**src/rtl/way_rr_arbiter_pkg.sv**
```systemverilog
// Shared cache selector definitions: index-width derivation and arbitration mode constants.
package way_rr_arbiter_pkg;

  localparam bit MODE_FIXED = 1'b0;
  localparam bit MODE_RR    = 1'b1;

  // An index is always at least one bit wide, even for a single-entry vector.
  function automatic int idx_w(input int n);
    return (n <= 2) ? 1 : $clog2(n);
  endfunction

endpackage

```
**src/rtl/way_rr_arbiter_ff_lsb_encode.sv**
```systemverilog
// Combinational find-first encoder: lowest set bit as one-hot and as binary index.
module ff_lsb_encode import way_rr_arbiter_pkg::*; #(
  parameter int N     = 4,
  parameter int IDX_W = idx_w(N)
) (
  input  logic [N-1:0]     vec_i,
  output logic [N-1:0]     oh_o,
  output logic [IDX_W-1:0] idx_o,
  output logic             any_o
);

  logic found;

  always_comb begin
    oh_o  = '0;
    idx_o = '0;
    found = 1'b0;
    for (int i = 0; i < N; i++) begin
      if (vec_i[i] && !found) begin
        found   = 1'b1;
        oh_o[i] = 1'b1;
        idx_o   = IDX_W'(i);
      end
    end
    any_o = |vec_i;
  end

endmodule

```
**src/rtl/way_rr_arbiter.sv**
```systemverilog
// Registered one-hot/index selector with fixed-priority or round-robin policy
// behind a valid/ready output register.
module way_rr_arbiter import way_rr_arbiter_pkg::*; #(
  parameter int N     = 4,
  parameter int IDX_W = idx_w(N),
  parameter bit RR    = MODE_RR
) (
  input  logic             clk,
  input  logic             rst_n,
  input  logic [N-1:0]     req,
  input  logic             out_ready,
  output logic             out_valid,
  output logic [N-1:0]     grant_oh,
  output logic [IDX_W-1:0] grant_idx,
  output logic             any_req
);

  logic             accept, load;
  logic [IDX_W-1:0] ptr_q, ptr_d, ptr_adv, eff_ptr, sel_ptr;
  logic [N-1:0]     rot, enc_oh, win_oh;
  logic [IDX_W-1:0] enc_idx, win_idx;
  logic             enc_any;
  int               win_sum;

  logic             out_valid_q, out_valid_d;
  logic [N-1:0]     grant_oh_q, grant_oh_d;
  logic [IDX_W-1:0] grant_idx_q, grant_idx_d;

  assign accept = out_valid_q & out_ready;
  assign load   = !out_valid_q | out_ready;

  // Explicit wrap at N; a plain increment would overflow into unused codes for non-power-of-two N.
  assign ptr_adv = (grant_idx_q == IDX_W'(N - 1)) ? '0 : grant_idx_q + IDX_W'(1);
  assign eff_ptr = accept ? ptr_adv : ptr_q;
  assign sel_ptr = RR ? eff_ptr : '0;
  assign ptr_d   = accept ? ptr_adv : ptr_q;

  always_comb begin
    rot = '0;
    for (int i = 0; i < N; i++) begin
      for (int j = 0; j < N; j++) begin
        if (j == (i + int'(sel_ptr)) % N) rot[i] = req[j];
      end
    end
  end

  ff_lsb_encode #(.N(N), .IDX_W(IDX_W)) u_enc (
    .vec_i (rot),
    .oh_o  (enc_oh),
    .idx_o (enc_idx),
    .any_o (enc_any)
  );

  // Undo the rotation on the index, then rebuild the one-hot from it.
  always_comb begin
    win_sum = int'(enc_idx) + int'(sel_ptr);
    if (win_sum >= N) win_sum = win_sum - N;
    win_idx = IDX_W'(win_sum);
    win_oh  = '0;
    for (int i = 0; i < N; i++) win_oh[i] = (win_idx == IDX_W'(i));
    if (sel_ptr == '0) win_oh = enc_oh;
  end

  always_comb begin
    out_valid_d = out_valid_q;
    grant_oh_d  = grant_oh_q;
    grant_idx_d = grant_idx_q;
    if (load) begin
      out_valid_d = enc_any;
      grant_oh_d  = enc_any ? win_oh  : '0;
      grant_idx_d = enc_any ? win_idx : '0;
    end
  end

  always_ff @(posedge clk or negedge rst_n) begin
    if (!rst_n) begin
      out_valid_q <= 1'b0;
      grant_oh_q  <= '0;
      grant_idx_q <= '0;
      ptr_q       <= '0;
    end else begin
      out_valid_q <= out_valid_d;
      grant_oh_q  <= grant_oh_d;
      grant_idx_q <= grant_idx_d;
      ptr_q       <= ptr_d;
    end
  end

  assign out_valid = out_valid_q;
  assign grant_oh  = grant_oh_q;
  assign grant_idx = grant_idx_q;
  assign any_req   = |req;

endmodule

```
**config.mk**
```make
export PLATFORM = sky130hd
export DESIGN_NAME = way_rr_arbiter
export DESIGN_NICKNAME = d
export VERILOG_FILES = /design/src/rtl/way_rr_arbiter_pkg.sv /design/src/rtl/way_rr_arbiter_ff_lsb_encode.sv /design/src/rtl/way_rr_arbiter.sv
export SDC_FILE = /design/constraint.sdc
export NUM_CORES = 1
export LEC_CHECK = 0
export CORE_UTILIZATION = 47
export CTS_CLUSTER_DIAMETER = 30
export CTS_CLUSTER_SIZE = 12
export DETAILED_ROUTE_END_ITERATION = 12
export HOLD_SLACK_MARGIN = 0.08
export PLACE_DENSITY_LB_ADDON = 0.25
export SLEW_MARGIN = 20
export SYNTH_ARGS = -nofsm -noshare
export SYNTH_HDL_FRONTEND = slang
export SYNTH_HIERARCHICAL = 1
export SYNTH_SLANG_ARGS = --single-unit
```
**constraint.sdc**
```tcl
create_clock -name clk -period 3.3 [get_ports clk]
set_input_delay 0.495 -clock clk [delete_from_list [all_inputs] [get_ports clk]]
set_output_delay 0.495 -clock clk [all_outputs]
set_load 0.05 [all_outputs]
```
== Word-level counts from Yosys, hierarchy flattened ==
Cells that the tools add are included.

* Register bits: 9
* Input bits: 7
* Output and inout port bits: 8

* $add $sub $neg: 6
* Order comparisons: 1
* Equality and inequality tests: 16
* Muxes and demuxes: 31
* Bitwise gates (word level): 5
* Reductions and logical operators: 18

{| class="wikitable"
|+ Operators with widths
! kind !! number
|-
| zero test 32 bit || 4
|-
| 2-to-1 mux 1 bit || 23
|-
| == test 3 bit (first input constant) || 6
|-
| 2-to-1 mux 2 bit || 6
|-
| == test 2 x 3 -> 1 bit (first input constant) || 3
|-
| 2-to-1 mux 4 bit || 2
|-
| OR reduction 4 bit || 2
|-
| == test 2 bit (second input constant) || 3
|-
| OR reduction 2 bit || 3
|-
| adder 2 bit (first input constant) || 2
|-
| == test 2 bit (first input constant) || 2
|-
| zero test 1 bit || 4
|-
| zero test 2 bit || 2
|-
| adder 2 x 2 -> 3 bit || 1
|-
| AND 1 bit (first input constant) || 3
|-
| >= comparator 3 bit (second input constant) || 1
|-
| logical AND 1 bit || 3
|-
| adder 1 x 2 -> 2 bit (first input constant) || 1
|-
| adder 2 x 1 -> 2 bit (second input constant) || 1
|-
| == test 1 x 2 -> 1 bit (first input constant) || 1
|-
| == test 2 x 1 -> 1 bit (second input constant) || 1
|-
| subtractor 2 x 1 -> 2 bit (second input constant) || 1
|-
| AND 1 bit || 1
|-
| bitwise OR 1 bit || 1
|}

== Depth between registers and ports, before layout ==
Gate-level depths: netlist of the first run.

* Depth in word-level cells: 25
* Gate-level depth with buffers: 12
* Depth with buffers taken out: 11

== Modules after synthesis ==
The synthesis of the first run kept the hierarchy.

{| class="wikitable"
|+ By module, submodules not included
! module !! instances !! cells each !! area an instance (µm²) !! sequential area each (µm²)
|-
| way_rr_arbiter || 1 || 55 || 593.1 || 225.2
|-
| ff_lsb_encode || 1 || 11 || 61.3 || 0.0
|}

== Worst setup path before layout of the first run ==
Ideal clock, no wire load.

* Path kind: flip-flop to flip-flop
* Start point: reg grant_idx_q[0] (netlist: grant_idx[0])
* End point: reg grant_oh_q[2] (netlist: grant_oh[2])
* Data arrival time: 2869 ps
* Required time: 3224 ps
* Path slack: 355 ps
* Stages on the path, launching flop included: 13
* Cells stage by stage: dfrtp_1 > ha_1 > nand3_1 > and2_1 > buf_6 > mux2i_1 > mux2i_1 > nand2b_4 > a21oi_1 > ha_1 > xor2_1 > mux2_2 > o21ai_1

* Elaborated cells on any way between the ends: 67
* Those cells by class: 6 x add/sub; 1 x order compare; 14 x eq/ne; 28 x mux; 3 x bitwise; 15 x reduce/logical

{| class="wikitable"
|+ RTL lines
! item !! RTL line !! text
|-
| start: declaration || way_rr_arbiter.sv:27 || <nowiki>logic [IDX_W-1:0] grant_idx_q, grant_idx_d;</nowiki>
|-
| start signal: assignment || way_rr_arbiter.sv:84 || <nowiki>grant_idx_q <= grant_idx_d;</nowiki>
|-
| adder 2 x 1 -> 2 bit / == test 2 bit (equally long branches) || way_rr_arbiter.sv:33 || <nowiki>assign ptr_adv = (grant_idx_q == IDX_W'(N - 1)) ? '0 : grant_idx_q + IDX_W'(1);</nowiki>
|-
| 2-to-1 mux 2 bit (*) || way_rr_arbiter.sv:33 ||
|-
| 2-to-1 mux 2 bit (*) || n/a ||
|-
| adder 2 bit (*) || way_rr_arbiter.sv:42 || <nowiki>if (j == (i + int'(sel_ptr)) % N) rot[i] = req[j];</nowiki>
|-
| OR reduction 2 bit (no line) || n/a ||
|-
| AND 1 bit (no line) || n/a ||
|-
| zero test 32 bit || way_rr_arbiter.sv:42 ||
|-
| 2-to-1 mux 1 bit (3 in series) || way_rr_arbiter.sv:42 ||
|-
| [1 not listed] || n/a ||
|-
| named net rot[2] || way_rr_arbiter.sv:20 || <nowiki>logic [N-1:0] rot, enc_oh, win_oh;</nowiki>
|-
| [4 not listed] || n/a ||
|-
| 2-to-1 mux 2 bit (*) || way_rr_arbiter_ff_lsb_encode.sv:19 || <nowiki>if (vec_i[i] && !found) begin</nowiki>
|-
| named net enc_idx[0] || way_rr_arbiter.sv:21 || <nowiki>logic [IDX_W-1:0] enc_idx, win_idx;</nowiki>
|-
| adder 2 x 2 -> 3 bit (*) || way_rr_arbiter.sv:56 || <nowiki>win_sum = int'(enc_idx) + int'(sel_ptr);</nowiki>
|-
| >= comparator 3 bit / subtractor 2 x 1 -> 2 bit (equally long branches) || way_rr_arbiter.sv:57 || <nowiki>if (win_sum >= N) win_sum = win_sum - N;</nowiki>
|-
| 2-to-1 mux 2 bit (*) || way_rr_arbiter.sv:57 ||
|-
| == test 2 bit (*) || way_rr_arbiter.sv:60 || <nowiki>for (int i = 0; i < N; i++) win_oh[i] = (win_idx == IDX_W'(i));</nowiki>
|-
| 2-to-1 mux 4 bit (*) || way_rr_arbiter.sv:61 || <nowiki>if (sel_ptr == '0) win_oh = enc_oh;</nowiki>
|-
| 2-to-1 mux 4 bit (*) || way_rr_arbiter.sv:70 || <nowiki>grant_oh_d = enc_any ? win_oh : '0;</nowiki>
|-
| end signal: assignment || way_rr_arbiter.sv:83 || <nowiki>grant_oh_q <= grant_oh_d;</nowiki>
|-
| end: declaration || way_rr_arbiter.sv:26 || <nowiki>logic [N-1:0] grant_oh_q, grant_oh_d;</nowiki>
|}

Mark *: on every way through the listed nets, which the timed path passes. The rest lies on a longest branch.
A chain may end at the register's enable or synchronous reset.

== Final worst setup path of the first run ==
* Start point: in out_ready
* End point: reg grant_oh_q[2] (netlist: grant_oh[2])

* Elaborated cells on any way between the ends: 66
* Those cells by class: 5 x add/sub; 1 x order compare; 13 x eq/ne; 27 x mux; 5 x bitwise; 15 x reduce/logical

{| class="wikitable"
|+ RTL lines
! item !! RTL line !! text
|-
| start: declaration || way_rr_arbiter.sv:11 || <nowiki>input logic out_ready,</nowiki>
|-
| AND 1 bit (*) || way_rr_arbiter.sv:29 || <nowiki>assign accept = out_valid_q & out_ready;</nowiki>
|-
| 2-to-1 mux 2 bit (*) || n/a ||
|-
| adder 2 bit (*) || way_rr_arbiter.sv:42 ||
|-
| OR reduction 2 bit (no line) || n/a ||
|-
| AND 1 bit (no line) || n/a ||
|-
| zero test 32 bit || way_rr_arbiter.sv:42 ||
|-
| 2-to-1 mux 1 bit (3 in series) || way_rr_arbiter.sv:42 ||
|-
| 2-to-1 mux 1 bit (*) || way_rr_arbiter.sv:42 ||
|-
| named net rot[2] || way_rr_arbiter.sv:20 ||
|-
| [4 not listed] || n/a ||
|-
| 2-to-1 mux 2 bit (*) || way_rr_arbiter_ff_lsb_encode.sv:19 ||
|-
| named net enc_idx[0] || way_rr_arbiter.sv:21 ||
|-
| adder 2 x 2 -> 3 bit (*) || way_rr_arbiter.sv:56 ||
|-
| >= comparator 3 bit / subtractor 2 x 1 -> 2 bit (equally long branches) || way_rr_arbiter.sv:57 ||
|-
| 2-to-1 mux 2 bit (*) || way_rr_arbiter.sv:57 ||
|-
| == test 2 bit (*) || way_rr_arbiter.sv:60 ||
|-
| 2-to-1 mux 4 bit (*) || way_rr_arbiter.sv:61 ||
|-
| 2-to-1 mux 4 bit (*) || way_rr_arbiter.sv:70 ||
|}

Marks and branches as above.

==> results.py, run 1 <==
metrics = {
    "logic_synthesis": {
        "synth-seq-cells": 9,
        "syn_area_um2": 654,
        "yosys_warnings": 6,
        "syn_nets": 75,
        "synth_cell_types": 32,
        "ys_seq_area_share_pct": 34.4,
        "syn_inst": 66,
        "yosysTopAreaCell": "dfrtp_1",
        "yosysTopAreaCellShare_pct": 34.4,
        "avgSynthCellArea_um2": 9.91,
        "async_flop_share_pct": 100,
        "synth_edf_count": 0,
        "synth_common_cells": "9 x dfrtp_1, 8 x mux2i_1, 5 x nand2_1, 4 x a22oi_1, 4 x nor2_1",
        "ys_top_cells_by_area": "dfrtp_1 34%, mux2i_1 12%, a22oi_1 4.6%, ha_1 3.8%, nand2_1 2.9%",
        "synth_flop_cell": "dfrtp_1",
        "yosysMostFrequentCell": "dfrtp_1",
    },
    "clock_network": {
        "cts_tree": "built",
        "postCtsSetupRepairBufs": 0,
        "insertion_delay_ns": 0.27,
        "clkTransAtPathRegs_ns": 0.07,
        "cts.sinks": 9,
        "post_cts_resized": 0,
        "cts_hold_buf": 0,
        "cts-buffers-inserted": 3,
        "clock_path_buffers": 2,
        "htreeDepth": 1,
        "cts_root_buf": "clkbuf_4",
    },
    "worst_setup_path": {
        "worstPathArrival_ns": 3.23,
        "rr_endpoint": "grant_oh[2]$_DFFE_PN0P_",
        "criticalPathCategory": "primary input to register",
        "path_cells": "clkdlybuf4s50_1 > a21bo_1 > and2_1 > mux2i_1 > mux2i_1 > nand2b_4 > a21oi_1 > ha_1 > xor2_1 > mux2_2 > o21ai_1",
        "cp-endpoint": "grant_oh[2]$_DFFE_PN0P_",
        "crit_path_max_fanout": 7,
        "startpoint_type": "primary input",
        "r2r_cells": 11,
        "required_ns": 3.48,
        "critical_path.top_delay_family": "multiplexers",
        "timing.rr.start": "grant_idx[0]$_DFFE_PN0P_",
        "worst-path-buf-inv": 1,
        "crit_start": "out_ready",
        "r2r_slack_ns": 0.39,
        "cp.depth": 11,
        "critPathSlowestCell": "clkdlybuf4s50_1",
        "max_stage_delay_ns": 0.57,
        "cp-end-kind": "register",
        "cpMostUsedCell": "mux2i_1",
    },
    "placed_design": {
        "dp_slack_ns": -0.0118,
        "portBuffers": 14,
        "globalplace.congestion": 0.770,
        "placed_cell_area_um2": 832,
        "placed_cells": 98,
        "dp_hpwl_um": 1070,
    },
    "cells_and_area": {
        "multi_input_area_um2": 399,
        "final_layout_size_suffix_gt1_share_pct": 17.2,
        "diodes": 0,
        "nets": 97,
        "seq_area_um2": 225,
        "synthToLayoutAreaGrowth_pct": 31.2,
        "fill_cells": 118,
        "fin_cells": 102,
        "design_area_um2": 858,
    },
    "drt": {
        "routed_wl_um": 1290,
        "drc": 1,
        "routed-via-count": 565,
        "viasPerCell": 5.54,
        "firstDrtPassIters": 8,
        "ant_nets": 0,
        "dr.first_iter.drc_count": 14,
        "routed_wire_length_per_instance_um": 12.6,
    },
    "pwr": {
        "total_leakage_power_nw": 0.400,
        "p_per_area_mw_per_mm2": 1110,
        "peakVddDrop_mv": 0.506,
    },
    "floorplanning": {
        "io_pins": 15,
        "core_mm2": 0.00130,
        "die_h_um": 39.3,
        "start_util_pct": 50.3,
        "die_area_mm2": 0.00155,
        "die_x_um": 39.3,
        "placementRows": 13,
    },
    "grt": {
        "grt_usage_pct": 21.9,
        "antenna_found_initial": 0,
        "overflow": 0,
        "grt_pass1_vias": 516,
        "grt_start_max_net_pins": 10,
        "grt_pass1_wl_um": 2190,
        "grt.busiest_layer": "met2",
        "use_met2_pct": 35.8,
        "grt_use_met3_pct": 5.11,
        "use_met1_pct": 25.7,
    },
    "sta": {
        "worst-slew-pin-transition_ns": 0.492,
        "relSlewSlack_pct": 67.1,
        "fmax_mhz": 328,
        "finalMaxSlewViolations": 0,
        "hold_violations": 0,
        "finalCritPeriodShare_pct": 92.3,
        "setup_viol": 0,
        "fin_hold_ws_ns": 0.512,
        "min_period_ns": 3.05,
        "grt_setup_unrepaired": "no",
        "setup_ws_ns": 0.254,
        "skew_ns": 0.0101,
    },
    "min_path": {
        "hp-class": "register to register",
        "whs_path_depth": 2,
    },
    "run_status": {
        "violations": "DRC",
        "status": "finished with violations",
    },
    "job": {
        "cap_violations": 0,
    },
}
[through the flow]
stage | total power (W) | TNS [ns] | utilization (%)
detailed placement | 0.000872 | -0.0118 | 63.9
global route | 0.00103 | 0 | 66.0
finish | 0.000952 | 0 | 66.0
floorplan | 0.000700 | 0 | -
CTS | 0.000961 | 0 | 66.0
global placement | 0.000860 | 0 | 63.9
[state kept, by name, summed over array words and instances, names as in the netlist]
| signal | cells |
|---|---|
| grant_idx | 2 |
| grant_oh | 4 |
| out_valid | 1 |
| ptr_q | 2 |
[layer usage]
layer,vias up,wire [um]
met5,-,0
met4,0,25
met3,4,44
met2,17,620
met1,262,598
li1,282,-
[cells in the final DEF, fill, tap and decap left out, drive strengths merged, types with 2 or more instances in the layout]
cell type / instances
clkbuf: 4
nand2: 5
nor3: 2
dfrtp: 9
mux2i: 8
nand2b: 2
xor2: 2
nand3: 2
clkdlybuf4s50: 14
o21ai: 5
and2: 2
ha: 2
buf: 5
nor2: 4
a22oi: 4
inv: 3
mux2: 2
[where the power goes]
part | total, W | internal (W) | leakage (nW) | switching, W
combinational | 0.000683 | 0.000308 | 0.274 | 0.000375
clock | 0.0000877 | 0.0000466 | 0.0150 | 0.0000410
sequential | 0.000181 | 0.000155 | 0.111 | 0.0000258
total | 0.000952 | 0.000510 | 0.400 | 0.000442
[kinds of logic (layout without fill, tap and decap cells)]
family | after synthesis | in the layout | synth area share, %
AOI/OAI and AO/OA | 14 | 14 | 16.1
buffers and inverters | 5 | 26 | 4.59
adders and majority gates | 2 | 2 | 3.82
DFF | 9 | 9 | 34.4
and+or+nand+nor | 24 | 24 | 22.2
muxes | 10 | 10 | 16.3
xor gates and xnor gates | 2 | 2 | 2.68
[final cells by class]
cell class	instances	share of cell area, %
clock buffers	4	3.06
inverters	3	1.31
multi-input cells	52	46.5
flip-flops and latches	9	26.2
well taps	15	2.19
repair buffers	19	20.7
[tightest hold or removal path, stage by stage, from the launching register on]
cell and delay [ns]:
dfrtp_1 0.37, nand2_1 0.05, o21ai_0 0.06
[worst min path at each step]
stage	from	endpoint	slack, ns
6_report	grant_idx[1]$_DFFE_PN0P_	grant_idx[1]$_DFFE_PN0P_	0.51
5_1_grt	grant_idx[1]$_DFFE_PN0P_	grant_idx[1]$_DFFE_PN0P_	0.54
3_3_place_gp	grant_idx[1]$_DFFE_PN0P_	grant_idx[1]$_DFFE_PN0P_	0.50
2_1_floorplan	rst_n	grant_idx[0]$_DFFE_PN0P_	0.20
4_1_cts	grant_idx[1]$_DFFE_PN0P_	grant_idx[1]$_DFFE_PN0P_	0.52
3_5_place_dp	grant_idx[1]$_DFFE_PN0P_	grant_idx[1]$_DFFE_PN0P_	0.51
(Power assumes the default switching activity.)
==> inputs of run 2 (changes only) <==
Settings changed: CORE_UTILIZATION 47 to 43.
Clock period 3.3 ns to 2.7 ns, I/O delays scaled along.
==> run 2 against run 1 <==
Critical path depth up 1. The flow now finishes without violations. Non-clock buffer count up 10. Core utilization up 12 points.
==> results.py, run 2 (same netlist as run 1, synthesis figures left out) <==
metrics = {
    "run_status": {
        "status": "finished, final reports clean",
    },
    "cells_and_area": {
        "seq_area_um2": 229,
        "final_layout_size_suffix_gt1_share_pct": 46.4,
        "design_area_mm2": 0.00105,
        "final_common_cell": "buf_4",
        "nets": 107,
        "multi_input_area_um2": 519,
        "fill_cells": 86,
        "diodes": 0,
        "largest_reg_flops": 4,
        "synthToLayoutAreaGrowth_pct": 61.0,
        "final_cell_mix": "16 x buf_4, 12 x clkdlybuf4s50_1, 6 x dfrtp_1, 5 x nand2_1",
    },
    "floorplanning": {
        "io_pins": 15,
        "die_x_um": 41.0,
        "start_util_pct": 48.5,
        "die_h_um": 41.0,
        "die_area_mm2": 0.00168,
        "core_mm2": 0.00135,
        "placementRows": 13,
    },
    "sta": {
        "fmax_mhz": 378,
        "worst-slew-pin-transition_ns": 0.499,
        "finalMaxSlewViolations": 0,
        "fin_hold_ws_ns": 0.427,
        "relSlewSlack_pct": 66.6,
        "setup_viol": 0,
        "min_period_ns": 2.65,
        "hold_violations": 0,
        "grt_setup_unrepaired": "yes",
        "finalCritPeriodShare_pct": 98.1,
        "skew_ns": 0.00339,
    },
    "grt": {
        "grt_pass1_wl_um": 2370,
        "grt_use_met3_pct": 3.26,
        "antenna_found_initial": 0,
        "overflow": 0,
        "grt_usage_pct": 23.1,
        "grt_start_max_net_pins": 10,
        "use_met1_pct": 27.4,
        "grt_pass1_vias": 549,
        "use_met2_pct": 37.5,
        "grt.busiest_layer": "met2",
    },
    "drt": {
        "ant_nets": 0,
        "dr.first_iter.drc_count": 18,
        "firstDrtPassIters": 4,
        "routed_wl_um": 1650,
        "routed-via-count": 598,
        "drc": 0,
        "viasPerCell": 5.34,
        "routed_wire_length_per_instance_um": 14.7,
    },
    "clock_network": {
        "clock_path_buffers": 2,
        "clkTransAtPathRegs_ns": 0.06,
        "cts-buffers-inserted": 3,
        "cts_root_buf": "clkbuf_4",
        "htreeDepth": 1,
        "cts.sinks": 9,
        "cts_tree": "built",
        "insertion_delay_ns": 0.27,
    },
    "placed_design": {
        "dp_hpwl_um": 1220,
        "portBuffers": 14,
        "placed_cell_area_um2": 976,
        "globalplace.congestion": 0.700,
    },
    "worst_setup_path": {
        "path_cells": "ha_4 > nand3_2 > and2_4 > mux2i_1 > buf_4 > mux2i_4 > buf_4 > a21oi_2 > ha_2 > xor2_4 > mux2_4 > o21ai_2",
        "cp-endpoint": "grant_oh[3]$_DFFE_PN0P_",
        "critPathSlowestCell": "dfrtp_2",
        "r2r_slack_ns": 0.05,
        "r2r_cells": 12,
        "cpMostUsedCell": "buf_4",
        "timing.rr.start": "grant_idx[1]$_DFFE_PN0P_",
        "crit_path_max_fanout": 5,
        "rr_endpoint": "grant_oh[3]$_DFFE_PN0P_",
        "criticalPathCategory": "register to register",
        "required_ns": 2.89,
        "cp.depth": 12,
        "crit_start": "grant_idx[1]$_DFFE_PN0P_",
        "critical_path.top_delay_family": "multiplexers",
        "cp-end-kind": "register",
        "startpoint_type": "register",
        "worst-path-buf-inv": 2,
        "max_stage_delay_ns": 0.43,
        "worstPathArrival_ns": 2.84,
    },
    "min_path": {
        "hp-class": "primary input to asynchronous set/reset pin",
    },
    "pwr": {
        "peakVddDrop_mv": 0.726,
        "total_leakage_power_nw": 0.448,
        "p_per_area_mw_per_mm2": 1450,
    },
    "job": {
        "cap_violations": 0,
    },
}
[run 2: what timing repair did]
action,in CTS,in global routing
buffers inserted,0,2
hold buffers,0,0
endpoints found under the setup margin,5,5
pin swaps,0,3
gates resized for setup,4,5
[run 2: worst min-delay path by stage]
stage | startpoint | end | slack [ns] | depth (start not counted)
floorplan | rst_n | grant_idx[0]$_DFFE_PN0P_ | 0.11 | 0
global placement | grant_oh[3]$_DFFE_PN0P_ | grant_oh[3]$_DFFE_PN0P_ | 0.51 | 2
CTS | rst_n | grant_oh[2]$_DFFE_PN0P_ | 0.44 | 1
global route | rst_n | ptr_q[0]$_DFF_PN0_ | 0.47 | 1
finish | rst_n | grant_oh[2]$_DFFE_PN0P_ | 0.43 | 1
detailed placement | grant_oh[3]$_DFFE_PN0P_ | grant_oh[3]$_DFFE_PN0P_ | 0.51 | 2
[run 2: routing by layer]
layer / part of all wire, % / wire, um
met2: 54 / 891
met4: 1.2 / 20
met1: 42 / 695
met5: 0 / 0
met3: 2.4 / 40
[run 2: area by class of cell]
cell class                      count  share of cell area, %
Clock buffer                        4                   2.49
Inverter                            3                   1.07
Multi-Input combinational cell     52                   49.3
Sequential cell                     9                   21.7
Tap cell                           15                   1.78
Timing Repair Buffer               29                   23.6
[run 2: per-stage QoR]
stage          cells  util (%)  setup WS, ns  setup TNS (ns)  power (W)
2_1_floorplan     66         -       -0.0453          -0.180    0.00100
3_3_place_gp     106      72.3        -0.325           -1.51    0.00129
3_5_place_dp     106      72.3        -0.384           -1.89    0.00132
4_1_cts          110      75.4        0.0200               0    0.00146
5_1_grt          112      78.0       -0.0632          -0.188    0.00163
6_report         112      78.0        0.0524               0    0.00153
[run 2: power by group]
| group | total, W | switching (W) | internal (W) | leakage (nW) |
|---|---|---|---|---|
| Sequential | 0.000237 | 0.0000436 | 0.000193 | 0.108 |
| Clock | 0.000107 | 0.0000499 | 0.0000571 | 0.0150 |
| Combinational | 0.00119 | 0.000601 | 0.000587 | 0.325 |
| Total | 0.00153 | 0.000695 | 0.000837 | 0.448 |
==> patch 1 (settings of run 1) <==
`N` is set to 4 in 2 places; all go to 8.
--- a/src/rtl/way_rr_arbiter_ff_lsb_encode.sv
+++ b/src/rtl/way_rr_arbiter_ff_lsb_encode.sv
@@ -1,6 +1,6 @@
 // Combinational find-first encoder: lowest set bit as one-hot and as binary index.
 module ff_lsb_encode import way_rr_arbiter_pkg::*; #(
-  parameter int N     = 4,
+  parameter int N     = 8,
   parameter int IDX_W = idx_w(N)
 ) (
   input  logic [N-1:0]     vec_i,
--- a/src/rtl/way_rr_arbiter.sv
+++ b/src/rtl/way_rr_arbiter.sv
@@ -1,7 +1,7 @@
 // Registered one-hot/index selector with fixed-priority or round-robin policy
 // behind a valid/ready output register.
 module way_rr_arbiter import way_rr_arbiter_pkg::*; #(
-  parameter int N     = 4,
+  parameter int N     = 8,
   parameter int IDX_W = idx_w(N),
   parameter bit RR    = MODE_RR
 ) (
Interface: changed (resized grant_idx, grant_oh and req); port bits go from 15 to 24. No check against the original RTL was run, so the function may have changed too.
==> patch 1 against run 1 <==
The flow finishes with violations (setup timing); cell count rose to 3.5 times the old value; wire length rose to 6.0 times the old value; sequential cell count up 6; worst setup slack worse by 1200 ps; global-route usage up 16 points; synthesized area rose to 2.6 times the old value; final area rose to 3.4 times the old value; largest cell class unchanged.
Power is left out: the tool's default activity adds up to more than one toggle a clock period on the data nets, which glitch-free logic cannot reach.
==> patch 1: results (changes against run 1) <==
\begin{tabular}{lr}
\hline
Metric & Value \\
\hline
\multicolumn{2}{l}{\textbf{Synth}} \\
\quad Post-synth cell types & 62 (was 32) \\
\quad Adder and majority gate portion of the synthesized area & 0.06333 (was 0.03824) \\
\quad Post-synthesis compound-gate area fraction & 0.3454 (was 0.1606) \\
\quad Leading post-synthesis cells by cell area & sky130\_fd\_sc\_hd\_\_dfrtp\_1, sky130\_fd\_sc\_hd\_\_a22o\_1, sky130\_fd\_sc\_hd\_\_ha\_1, sky130\_fd\_sc\_hd\_\_a21o\_1, sky130\_fd\_sc\_hd\_\_o21ai\_0 (was sky130\_fd\_sc\_hd\_\_dfrtp\_1, sky130\_fd\_sc\_hd\_\_mux2i\_1, sky130\_fd\_sc\_hd\_\_a22oi\_1, sky130\_fd\_sc\_hd\_\_ha\_1, sky130\_fd\_sc\_hd\_\_nand2\_1) \\
\quad Sequential share of the synthesized area & 0.2209 (was 0.3442) \\
\multicolumn{2}{l}{\textbf{Layout}} \\
\quad Fraction of final layout cells with drive strength greater than 1 & 0.4723 (was 0.1724) \\
\quad Area of combinational cells with multiple inputs & 1499 sq um (was 399.1 sq um) \\
\quad Number of nets in the layout & 327 (was 97) \\
\multicolumn{2}{l}{\textbf{Clock network}} \\
\quad Clock edge transition at the registers on the reported setup and hold paths & 90 ps (was 70 ps) \\
\multicolumn{2}{l}{\textbf{Timing}} \\
\quad Worst Setup Slack, final & -992.1 ps (was 254.4 ps) \\
\quad Post-Route Setup TNS & -9805 ps (was 0 ps) \\
\quad Finish-stage setup viols & 12 (was 0) \\
\quad Largest clock skew in the final design & 6.909 ps (was 10.13 ps) \\
\multicolumn{2}{l}{\textbf{Placed design}} \\
\quad Count of input and output buffers & 23 (was 14) \\
\quad Area post-placement & 2584 sq um (was 832.0 sq um) \\
\quad Detailed placement HPWL & 4581 microns (was 1070 microns) \\
\multicolumn{2}{l}{\textbf{Global route}} \\
\quad Met3 Use GR & 0.07537 (was 0.05114) \\
\quad Global-route wire length before repair & 11280 microns (was 2187 microns) \\
\quad Number of global-route vias before repair & 2246 (was 516) \\
\multicolumn{2}{l}{\textbf{Run status}} \\
\quad Result of the run & finished with violations (unchanged) \\
\quad Violations in the final reports & setup timing (was DRC) \\
\multicolumn{2}{l}{\textbf{Routing}} \\
\quad Detailed Routing Iterations Pass 1 & 7 (was 8) \\
\quad Overall routed net length & 7718 microns (was 1289 microns) \\
\quad Ratio of routed vias to standard cells & 6.742 (was 5.539) \\
\multicolumn{2}{l}{\textbf{Critical path}} \\
\quad Critical path peak fanout & 4 (was 7) \\
\quad Crit path launch & grant\_idx[0] (was out\_ready) \\
\quad Worst Reg2Reg Path Length in Cells & 18 (was 11) \\
\hline
\end{tabular}
## patch 1: layout make-up
| type | count | area share |
|---|---|---|
| inverters | 13 | 0.02017 |
| multi-input cells | 168 | 0.5142 |
| well taps | 46 | 0.01974 |
| repair buffers | 107 | 0.3069 |
| flip-flops and latches | 15 | 0.1300 |
| clock buffers | 4 | 0.009013 |
## patch 1: worst min-delay path: cells and delay by family (launching register included)
| kind | cells | cell delay (ps) |
|---|---|---|
| flip-flops | 1 | 350 |
| AO/OA/AOI/OAI | 2 | 220 |
## patch 1: stage by stage
step	setup slack (ps)	hold WS, ps
finish	-992.1	592.7
global route	-1048	625.4
CTS	-838.1	584.8
detailed placement	-1234	561.0
global placement	-1133	567.7
floorplan	-1077	199.4
## patch 1: final timing paths
kind | to | slack (ps)
hold reg to reg | grant_oh[1] | 590
min in group asynchronous | grant_oh[0] | 620
setup reg to reg | grant_oh[4] | -990
setup / recovery | grant_oh[4] | -990
hold / removal | grant_oh[1] | 590
max in group asynchronous | grant_idx[0] | 2200
==> patch 2 (settings of run 1) <==
Without the edit above. Reset style: synchronous (`rst_n`), changed in one clocked block.
--- a/src/rtl/way_rr_arbiter.sv
+++ b/src/rtl/way_rr_arbiter.sv
@@ -72,7 +72,7 @@
     end
   end
 
-  always_ff @(posedge clk or negedge rst_n) begin
+  always_ff @(posedge clk) begin
     if (!rst_n) begin
       out_valid_q <= 1'b0;
       grant_oh_q  <= '0;
Formal check against the unedited RTL: differs if rst_n is asserted again (counterexample within 4 cycles, from zero or initial values and one cycle with rst_n low); with rst_n held inactive, the same outputs for 4 cycles.
==> patch 2 against run 1 <==
Combinational power shrank 32%; wire length grew 51%; power decreased by 26%; largest cell class unchanged; highest routed layer unchanged; sequential cell count unchanged; synthesized area up 15%; final area increased by 22%; sequential share of layout area shrank 9.0 points; fmax decreased by 2.1%; worst setup slack lost 67 ps.
==> patch 2: results (changes against run 1) <==
\begin{tabular}{lr}
\hline
Metric & Value \\
\hline
\multicolumn{2}{l}{\textbf{Synth}} \\
\quad Sequential share of the synthesized area & 0.2392 (was 0.3442) \\
\quad Number of nets produced by synthesis & 96 (was 75) \\
\quad Share of synthesized registers carrying an async set or reset & 0 (was 1.000) \\
\quad Post-synth cell types & 35 (was 32) \\
\quad Commonest cells in the synthesized netlist & sky130\_fd\_sc\_hd\_\_mux2i\_1, sky130\_fd\_sc\_hd\_\_dfxtp\_1, sky130\_fd\_sc\_hd\_\_nor2\_1, sky130\_fd\_sc\_hd\_\_nand2\_1 (was sky130\_fd\_sc\_hd\_\_dfrtp\_1, sky130\_fd\_sc\_hd\_\_mux2i\_1, sky130\_fd\_sc\_hd\_\_nand2\_1, sky130\_fd\_sc\_hd\_\_a22oi\_1, sky130\_fd\_sc\_hd\_\_nor2\_1) \\
\multicolumn{2}{l}{\textbf{Critical path}} \\
\quad RR Startpoint & grant\_idx[0] (unchanged) \\
\quad Worst reg-to-reg setup slack & 240 ps (was 390 ps) \\
\quad Critical R2R Capture & grant\_oh[0] (was grant\_oh[2]) \\
\quad Worst Reg2Reg Path Length in Cells & 12 (was 11) \\
\quad Arrival time worst endpoint & 3270 ps (was 3230 ps) \\
\quad Critical path peak fanout & 5 (was 7) \\
\multicolumn{2}{l}{\textbf{Timing}} \\
\quad Headroom to the max-slew limit & 0.6449 (was 0.6709) \\
\multicolumn{2}{l}{\textbf{Routing}} \\
\quad Overall via count from detail\_route & 773 (was 565) \\
\quad DRC marker count from the first detailed-route iteration & 16 (was 14) \\
\quad Detailed Routing Iterations Pass 1 & 4 (was 8) \\
\quad Wire length per cell after detailed routing & 14.72 microns (was 12.64 microns) \\
\quad Overall routed net length & 1943 microns (was 1289 microns) \\
\multicolumn{2}{l}{\textbf{Global route}} \\
\quad Global-route usage over all layers & 0.2444 (was 0.2192) \\
\quad Number of global-route vias before repair & 792 (was 516) \\
\quad Global-route wire length before repair & 3325 microns (was 2187 microns) \\
\quad Antenna violations before repair & 0 (unchanged) \\
\quad Maximum number of pins on one net before global-route repair & 11 (was 10) \\
\multicolumn{2}{l}{\textbf{Placed design}} \\
\quad Placer Congestion & 0.7629 (was 0.7697) \\
\quad Worst setup slack before clock tree synthesis & -193.9 ps (was -11.83 ps) \\
\quad Detailed placement HPWL & 1492 microns (was 1070 microns) \\
\quad Instance count after placement with tap cells included & 128 (was 98) \\
\quad Area post-placement & 996.0 sq um (was 832.0 sq um) \\
\multicolumn{2}{l}{\textbf{Min path}} \\
\quad Count of cells along the worst hold path & 1 (was 2) \\
\quad Destination of the worst hold path & grant\_idx[1] (unchanged) \\
\multicolumn{2}{l}{\textbf{Layout}} \\
\quad Fillers & 116 (was 118) \\
\quad Fraction of final layout cells with drive strength greater than 1 & 0.2759 (was 0.1724) \\
\multicolumn{2}{l}{\textbf{Run status}} \\
\quad Result of the run & completed (was finished with violations) \\
\multicolumn{2}{l}{\textbf{Power and ir drop}} \\
\quad Maximum vdd drop & 0.4045 mV (was 0.5063 mV) \\
\hline
\end{tabular}
==> patch 2: cell types whose count changed in the layout (fill, tap and decap cells not counted), sizes merged, moves of 4 or more <==
cell	change
a22oi	-4
a31oi	+4
buf	+11
dfrtp	-9
dfxtp	+9
==> patch 2: routing by layer <==
layer	wire length [microns]	GRT usage	vias to the layer above
met2	946	0.4094	32
met1	824	0.2965	357
met4	23	0.05625	0
met3	149	0.09483	4
li1	-	-	380
met5	0	0	-
==> patch 2: power breakdown <==
group          internal, mW  switching (mW)  total (mW)
Clock                0.0450          0.0454      0.0904
Combinational         0.211           0.251       0.462
Sequential            0.131          0.0207       0.152
==> patch 2: layout make-up <==
| cell class | count | area, sq um | share of cell area |
|---|---|---|---|
| clock buffer | 3 | 22.52 | 0.02153 |
| clock inverter | 1 | 5.005 | 0.004785 |
| inverter | 4 | 15.01 | 0.01435 |
| multi-input combinational | 69 | 543.0 | 0.5191 |
| sequential | 9 | 180.2 | 0.1722 |
| tap | 16 | 20.02 | 0.01914 |
| timing repair buffer | 30 | 260.3 | 0.2488 |
==> patch 2: worst max path at each step <==
stage	to	from	cells after the start	slack, ps
finish	grant_oh[0]	out_ready	12	190
global route	grant_oh[0]	out_ready	13	40
CTS	grant_oh[1]	out_ready	12	80
detailed placement	grant_oh[1]	out_ready	12	-190
global placement	grant_oh[1]	out_ready	12	-80
floorplan	grant_oh[0]	grant_idx[0]	11	70
==> patch 2: cell families after synthesis <==
kind of cell	after synthesis	synth area share
fa+ha+maj	2	0.03322
buf+inv	9	0.06975
mux	11	0.1478
compound gates	24	0.2458
simple gates	30	0.2309
xor+xnor	2	0.03323
flops	9	0.2392
==> patch 2: worst max-delay path: stages <==
cell                              delay (ps)
sky130_fd_sc_hd__clkdlybuf4s50_1         460
sky130_fd_sc_hd__and2_1                  220
sky130_fd_sc_hd__a21oi_4                 250
sky130_fd_sc_hd__mux2i_1                 320
sky130_fd_sc_hd__mux2i_2                 160
sky130_fd_sc_hd__nand2b_4                170
sky130_fd_sc_hd__a21oi_1                 160
sky130_fd_sc_hd__ha_1                    210
sky130_fd_sc_hd__xnor2_2                 140
sky130_fd_sc_hd__mux2_2                  380
sky130_fd_sc_hd__o221ai_1                200
sky130_fd_sc_hd__a21oi_1                 100
==> patch 2: timing repair <==
action | 4_1_cts | 5_1_grt
endpoints found under the hold margin | 0 | 0
resized for setup | 0 | 6
endpoints found under the setup margin | 0 | 4
